**config.mk**
```make
export PLATFORM = sky130hd
export DESIGN_NAME = uart_tx
export DESIGN_NICKNAME = d
export VERILOG_FILES = /design/src/rtl/uart_tx.sv
export SDC_FILE = /design/constraint.sdc
export NUM_CORES = 1
export LEC_CHECK = 0
export BUFFER_PORTS_ARGS = -buffer_cell sky130_fd_sc_hd__buf_2
export CORE_ASPECT_RATIO = 2
export CORE_MARGIN = 3
export CORE_UTILIZATION = 50
export CTS_CLUSTER_DIAMETER = 200
export DETAILED_ROUTE_END_ITERATION = 12
export PLACE_DENSITY = 0.78
export SYNTH_ARGS = -nofsm -noshare
export SYNTH_HDL_FRONTEND = slang
export SYNTH_SLANG_ARGS = --single-unit
```
**constraint.sdc**
```tcl
create_clock -name clk_i -period 2.6 [get_ports clk_i]
set_input_delay 0.13 -clock clk_i [delete_from_list [all_inputs] [get_ports clk_i]]
set_output_delay 0.13 -clock clk_i [all_outputs]
set_load 0.02 [all_outputs]
```
**src/rtl/uart_tx.sv**
```systemverilog
// uart_tx: buffered 8N1 UART transmitter with a small FIFO and fixed baud divider
module uart_tx #(
  parameter int ClkFreq   = 12000000,
  parameter int BaudRate  = 115200,
  parameter int FifoDepth = 16
) (
  input  logic                               clk_i,
  input  logic                               reset_i,
  input  logic [7:0]                         data_i,
  input  logic                               valid_i,
  output logic                               ready_o,
  output logic                               tx_o,
  output logic                               busy_o,
  output logic [$clog2(FifoDepth+1)-1:0]     count_o
);
  localparam int BaudDiv = ClkFreq / BaudRate;
  localparam int CW = $clog2(BaudDiv);
  localparam int AW = $clog2(FifoDepth);
  localparam int NW = $clog2(FifoDepth + 1);

  if (BaudDiv < 2) begin : g_bad_baud
    $error("uart_tx: ClkFreq/BaudRate must be at least 2");
  end
  if (FifoDepth < 2 || (FifoDepth & (FifoDepth - 1)) != 0) begin : g_bad_depth
    $error("uart_tx: FifoDepth must be a power of two >= 2");
  end

  typedef enum logic [1:0] {IDLE, START, DATA, STOP} state_t;

  state_t          state_q, state_d;
  logic [7:0]      mem [FifoDepth];
  logic [AW-1:0]   wr_q, rd_q;
  logic [NW-1:0]   cnt_q;
  logic [7:0]      sh_q, sh_d;
  logic [2:0]      idx_q, idx_d;
  logic [CW-1:0]   baud_q, baud_d;
  logic            tx_q, tx_d;
  logic            pop, push, full, expire;

  assign full    = cnt_q == NW'(FifoDepth);
  assign ready_o = !full && !reset_i;
  assign push    = valid_i && ready_o;
  assign expire  = baud_q == '0;
  assign count_o = cnt_q;
  assign tx_o    = tx_q;
  assign busy_o  = (state_q != IDLE) || (cnt_q != '0);

  // Frame sequencing: pick next state, line level, shifter and baud reload
  always_comb begin
    state_d = state_q;
    sh_d    = sh_q;
    idx_d   = idx_q;
    tx_d    = tx_q;
    pop     = 1'b0;
    baud_d  = expire ? CW'(BaudDiv - 1) : baud_q - 1'b1;
    unique case (state_q)
      IDLE: if (cnt_q != '0) begin
        pop     = 1'b1;
        sh_d    = mem[rd_q];
        tx_d    = 1'b0;
        baud_d  = CW'(BaudDiv - 1);
        state_d = START;
      end
      START: if (expire) begin
        tx_d    = sh_q[0];
        sh_d    = sh_q >> 1;
        idx_d   = 3'd0;
        state_d = DATA;
      end
      DATA: if (expire) begin
        tx_d    = idx_q == 3'd7 ? 1'b1 : sh_q[0];
        sh_d    = sh_q >> 1;
        idx_d   = idx_q + 3'd1;
        state_d = idx_q == 3'd7 ? STOP : DATA;
      end
      STOP: if (expire) begin
        pop     = cnt_q != '0;
        sh_d    = cnt_q != '0 ? mem[rd_q] : sh_q;
        tx_d    = cnt_q == '0;
        state_d = cnt_q != '0 ? START : IDLE;
      end
      default: state_d = IDLE;
    endcase
  end

  // State, datapath and FIFO bookkeeping registers
  always_ff @(posedge clk_i) begin
    if (reset_i) begin
      state_q <= IDLE;
      tx_q    <= 1'b1;
      sh_q    <= '0;
      idx_q   <= '0;
      baud_q  <= '0;
      wr_q    <= '0;
      rd_q    <= '0;
      cnt_q   <= '0;
    end else begin
      state_q <= state_d;
      tx_q    <= tx_d;
      sh_q    <= sh_d;
      idx_q   <= idx_d;
      baud_q  <= baud_d;
      wr_q    <= wr_q + AW'(push);
      rd_q    <= rd_q + AW'(pop);
      cnt_q   <= cnt_q + NW'(push) - NW'(pop);
    end
  end

  // FIFO storage write; no reset needed since occupancy gates reads
  always_ff @(posedge clk_i) begin
    if (push) mem[wr_q] <= data_i;
  end
endmodule
```
Word-level counts from Yosys, hierarchy flattened. Memory sizes are Yosys's and may differ from the RTL's. A register that Yosys moved wholly into a read port is not among the register bits. Cells that the tools add are included.

Input bits: 11. Logic and storage cells: 69. Memory bits (writable): 128. Register bits: 34. Memories kept: 1.

Mux-type cells: 29. Add/subtract/negate cells: 6. Equality and inequality tests: 10. Reduce and logical (&&, ||, !) cells: 15.

Memories: mem (depth 16, bits a word 8, read ports 1, clocked after Yosys merged registers in 1, wr ports 1, line 31) `logic [7:0] mem [FifoDepth];`.

Operators by type and width (count): two-way mux 8 bit (3); one-hot mux 8 bit (3 select lines) (1); two-way mux 7 bit (3); two-way mux 1 bit (11); adder 4 x 1 -> 4 bit (2); two-way mux 2 bit (4); inequality test 2 bit (second input constant) (4); one-hot mux 2 bit (4 select lines) (1); zero test 7 bit (1); subtractor 7 x 1 -> 7 bit (second input constant) (1); two-way mux 3 bit (2); one-hot mux 3 bit (2 select lines) (1); adder 5 x 1 -> 5 bit (1); equality test 5 bit (second input constant) (1); zero test 5 bit (1); nonzero test 5 bit (1); subtractor 5 x 1 -> 5 bit (1); equality test 2 bit (second input constant) (2); two-way mux 4 bit (1); one-hot mux 1 bit (4 select lines) (1); AND reduction 4 bit (1); nonzero test 2 bit (2); adder 3 x 1 -> 3 bit (second input constant) (1); equality test 3 bit (second input constant) (1); other kinds (10) (12).

Logic depth before layout (Yosys ltp).
Word-level depth: 6. Depth in mapped cells: 12. Mapped depth without buffers: 12.

Worst setup path before layout. Ideal clock, no wire load.

Path kind: reg-to-reg. Start point: register cnt_q[2] (netlist: count_o[2]). End point: register cnt_q[4] (netlist: count_o[4]). Data arrival time: 2.727 ns. Path slack: -0.197 ns. Stages on the path, launching flop included: 13. Buffers on the path: 0. Clock period less this slack: 2.797 ns. Required time: 2.530 ns. Cell sequence: dfxtp_1 -> inv_1 -> ha_1 -> and4bb_2 -> nor3b_4 -> or3_1 -> nand2_1 -> ha_1 -> fa_1 -> a21oi_1 -> nor2_1 -> or3_1 -> a21oi_1.

Word-level cells in the longest chain between the ends: 6.

RTL lines: from (decl) (line 33) `logic [NW-1:0] cnt_q;`; from (signal assigned) (line 105) `cnt_q <= cnt_q + NW'(push) - NW'(pop);`; equality test 5 bit (line 40) `assign full = cnt_q == NW'(FifoDepth);`; zero test 1 bit (line 41) `assign ready_o = !full && !reset_i;`; logical AND 1 bit (line 41); logical AND 1 bit (line 42) `assign push = valid_i && ready_o;`; adder 5 x 1 -> 5 bit (line 105); subtractor 5 x 1 -> 5 bit * (line 105).

Mark *: on every way between the ends. The rest lies on a longest branch, timed or not. A chain may end at the register's enable or synchronous reset.

Worst setup path after layout.
Start point: register cnt_q[3] (netlist: count_o[3]). End point: register cnt_q[4] (netlist: count_o[4]).

The elaborated chain is that of the path after synthesis.

==> out/qor.yml <==
clk_latency_ps: 420
cts.root.buffer_cell: "clkbuf_16"
synth_edf_count: 128
routed_wirelength_um: 13850
r2r-start: "count_o[3]$_SDFF_PP0_"
dieArea_um2: 15180
drive_above_1_share_pct: 31.30
synth_cells: 422
fin_util_pct: 60.47
grt_use_total_pct: 19.72
fillers: 952
syn-num-nets: 451
powerDensity_nw_per_um2: 1046
fmaxAchievable_mhz: 389.4
dp_hpwl_um: 9647
hp-class: "in -> reg"
drv_slew: 0
worst_pin_slew_ps: 784.1
async_flop_share_pct: 0
avgSynthCellArea_um2: 16.18
period_share_pct: 98.76
final.setup.tns_ps: 0
yosysUniqueCellTypes: 57
gp_congestion: 0.9003
slew_headroom_pct: 47.62
dr.pass1.iters: 5
crit_type: "reg -> reg"
synth_top_area_cell: "edfxtp_1"
min_from: "data_i[0]"
drc_errors: 0
yosysWarnings: 0
path_clk_slew_ps: 70
final_cell_area_um2: 7990
crit_path_start: "count_o[3]$_SDFF_PP0_"
die_h_um: 171.3
p_leak_nw: 2.740
yosysTopAreaCellShare_pct: 56.28
cp.required_ps: 2960
period_needed_ps: 2568
rsz0062_at_grt: "yes"
rows: 59
cts_tree: "built"
viasPerCell: 6.030
hold_violations: 0
dr_total_vias: 3883
cts-hold-fix-buffers: 0
cts_num_sinks: 162
cp-start-kind: "flop"
grt-ovfl-total: 0
start_util_pct: 51.68
cts_buffer_depth: 2
numCtsBuffers: 17
placed_cell_area_um2: 7307
wl_per_cell_um: 21.50
synth_ff_type: "edfxtp_1"
syn_to_final_growth_pct: 17.00
cap_violations: 0
worst_setup_path_end_kind: "flop"
yosysSeqAreaShare_pct: 66.25
synth.area.top_cells: "edfxtp_1 56%, dfxtp_1 10%, mux4_2 9.9%, ha_1 3.1%, a21oi_1 1.9%"
setup_viol: 0
die_w_um: 88.64
syn-cell-area_um2: 6829
grt_pass1_vias: 4085
detail-route-antenna-nets: 0
nets: 508
cp_max_fo: 3
drt_iter0_markers: 283
status: "completed"
power_w: 0.008359
r2r_slack_ps: 30
clock_skew_ps: 8.644
antenna_found_initial: 0
ys_ff_latch: 162
grt_max_degree: 36
grt_pass1_wl_um: 21740
arrival_ps: 2920
core_area_um2: 13210
vdd_drop_max_uv: 537.0
htreeDepth: 4
pin_count: 19
antenna_cells: 0
port-buffer-count: 18
## cell usage after synthesis (2+ instances only)
master     instances
xnor2_1            8
nand2_1            8
nand3b_1           3
inv_1             10
nor3b_4            2
buf_2              4
buf_6              2
a21oi_1           26
clkbuf_2           2
a221oi_1           7
nor2_1            25
nand2b_1           3
nor2b_1            7
and3_1             6
buf_4              3
nor3_1             8
xor2_1             3
clkbuf_1           8
ha_1              17
mux4_1             2
o21ai_0           15
a2111oi_1          6
and2_1             3
mux4_2            30
a22oi_1            2
or3_1              3
a22o_1             7
nor3b_1            2
edfxtp_1         128
dfxtp_1           34
nand3_1           12
## layout make-up
type | count | area (µm²) | share of cell area (%)
clock inverter | 14 | 143.9 | 1.801
tap | 152 | 190.2 | 2.380
inverter | 10 | 40.04 | 0.5011
sequential | 162 | 4536 | 56.76
timing repair buffer | 59 | 426.7 | 5.340
multi-input combinational | 229 | 2225 | 27.84
clock buffer | 18 | 429.2 | 5.371
## critical path, stage by stage (launching register included)
cell and delay (ps):
dfxtp_4 360, inv_4 60, ha_4 130, or4b_4 480, nand2b_4 90, or3_4 130, nand2_4 50, ha_4 160
fa_2 350, a21oi_2 140, nor2_2 50, or3_4 380, a21oi_2 130
## flip-flops by register name, indices dropped and copies added (netlist names)
signal	cells
count_o	5
idx_q	3
state_q	2
sh_q	8
tx_o	1
wr_q	4
rd_q	4
mem	128
baud_q	7
## routing by layer
| metal | vias to the layer above | global-route usage [%] | wire length, µm |
|---|---|---|---|
| met3 | 23 | 4.410 | 387 |
| met4 | 0 | 6.842 | 303 |
| met2 | 105 | 37.15 | 8349 |
| met5 | - | 0 | 0 |
| li1 | 1787 | - | - |
| met1 | 1968 | 20.82 | 4809 |
## cell families after synthesis
logic type / Yosys count / synth area share, %
DFF: 162 / 66.25
adders and majority gates: 18 / 3.408
xor gates and xnor gates: 11 / 1.411
AOI/OAI and AO/OA: 77 / 8.098
buffers and inverters: 31 / 2.363
and+or+nand+nor: 91 / 7.805
muxes: 32 / 10.66
## cells in the final DEF, fill, tap and decap left out, drive strengths merged, types with 7 or more instances in the layout
cell / n
nor3: 9
a21oi: 27
clkbuf: 18
ha: 17
mux4: 32
nand2: 8
a2111oi: 7
nor2: 25
nand3: 12
buf: 59
a221oi: 8
a22o: 7
xnor2: 8
nor2b: 7
inv: 18
dfxtp: 34
o21ai: 16
edfxtp: 128
## where the power goes
group,total [W],internal [W],switching [W],leakage [nW]
logic,0.00278,0.00135,0.00142,1.02
registers,0.00318,0.00300,0.000181,1.44
clock network,0.00241,0.00135,0.00105,0.284
## timing repair
item / CTS / global route
resized for setup: 7 / 15
setup buffers: 2 / 3
pin swaps: 3 / 7
setup endpoints to repair: 1 / 1
endpoints found under the hold margin: 0 / 0
## stage by stage
step	setup WS, ps	cells	hold WS (ps)
after floorplan	-28.39	422	228.9
after global placement	-6.572	607	443.0
after detailed placement	-87.70	607	474.3
after CTS	7.832	641	80.85
after global routing	-54.81	644	81.18
final	32.12	644	86.82
## path summary, 6_finish.rpt
path         cells past startpoint                     to
max                             12  count_o[4]$_SDFF_PP0_
min reg2reg                      1   baud_q[0]$_SDFF_PP0_
max reg2reg                     12  count_o[4]$_SDFF_PP0_
min                              1   mem[13][0]$_DFFE_PP_
(Power assumes the default switching activity.)
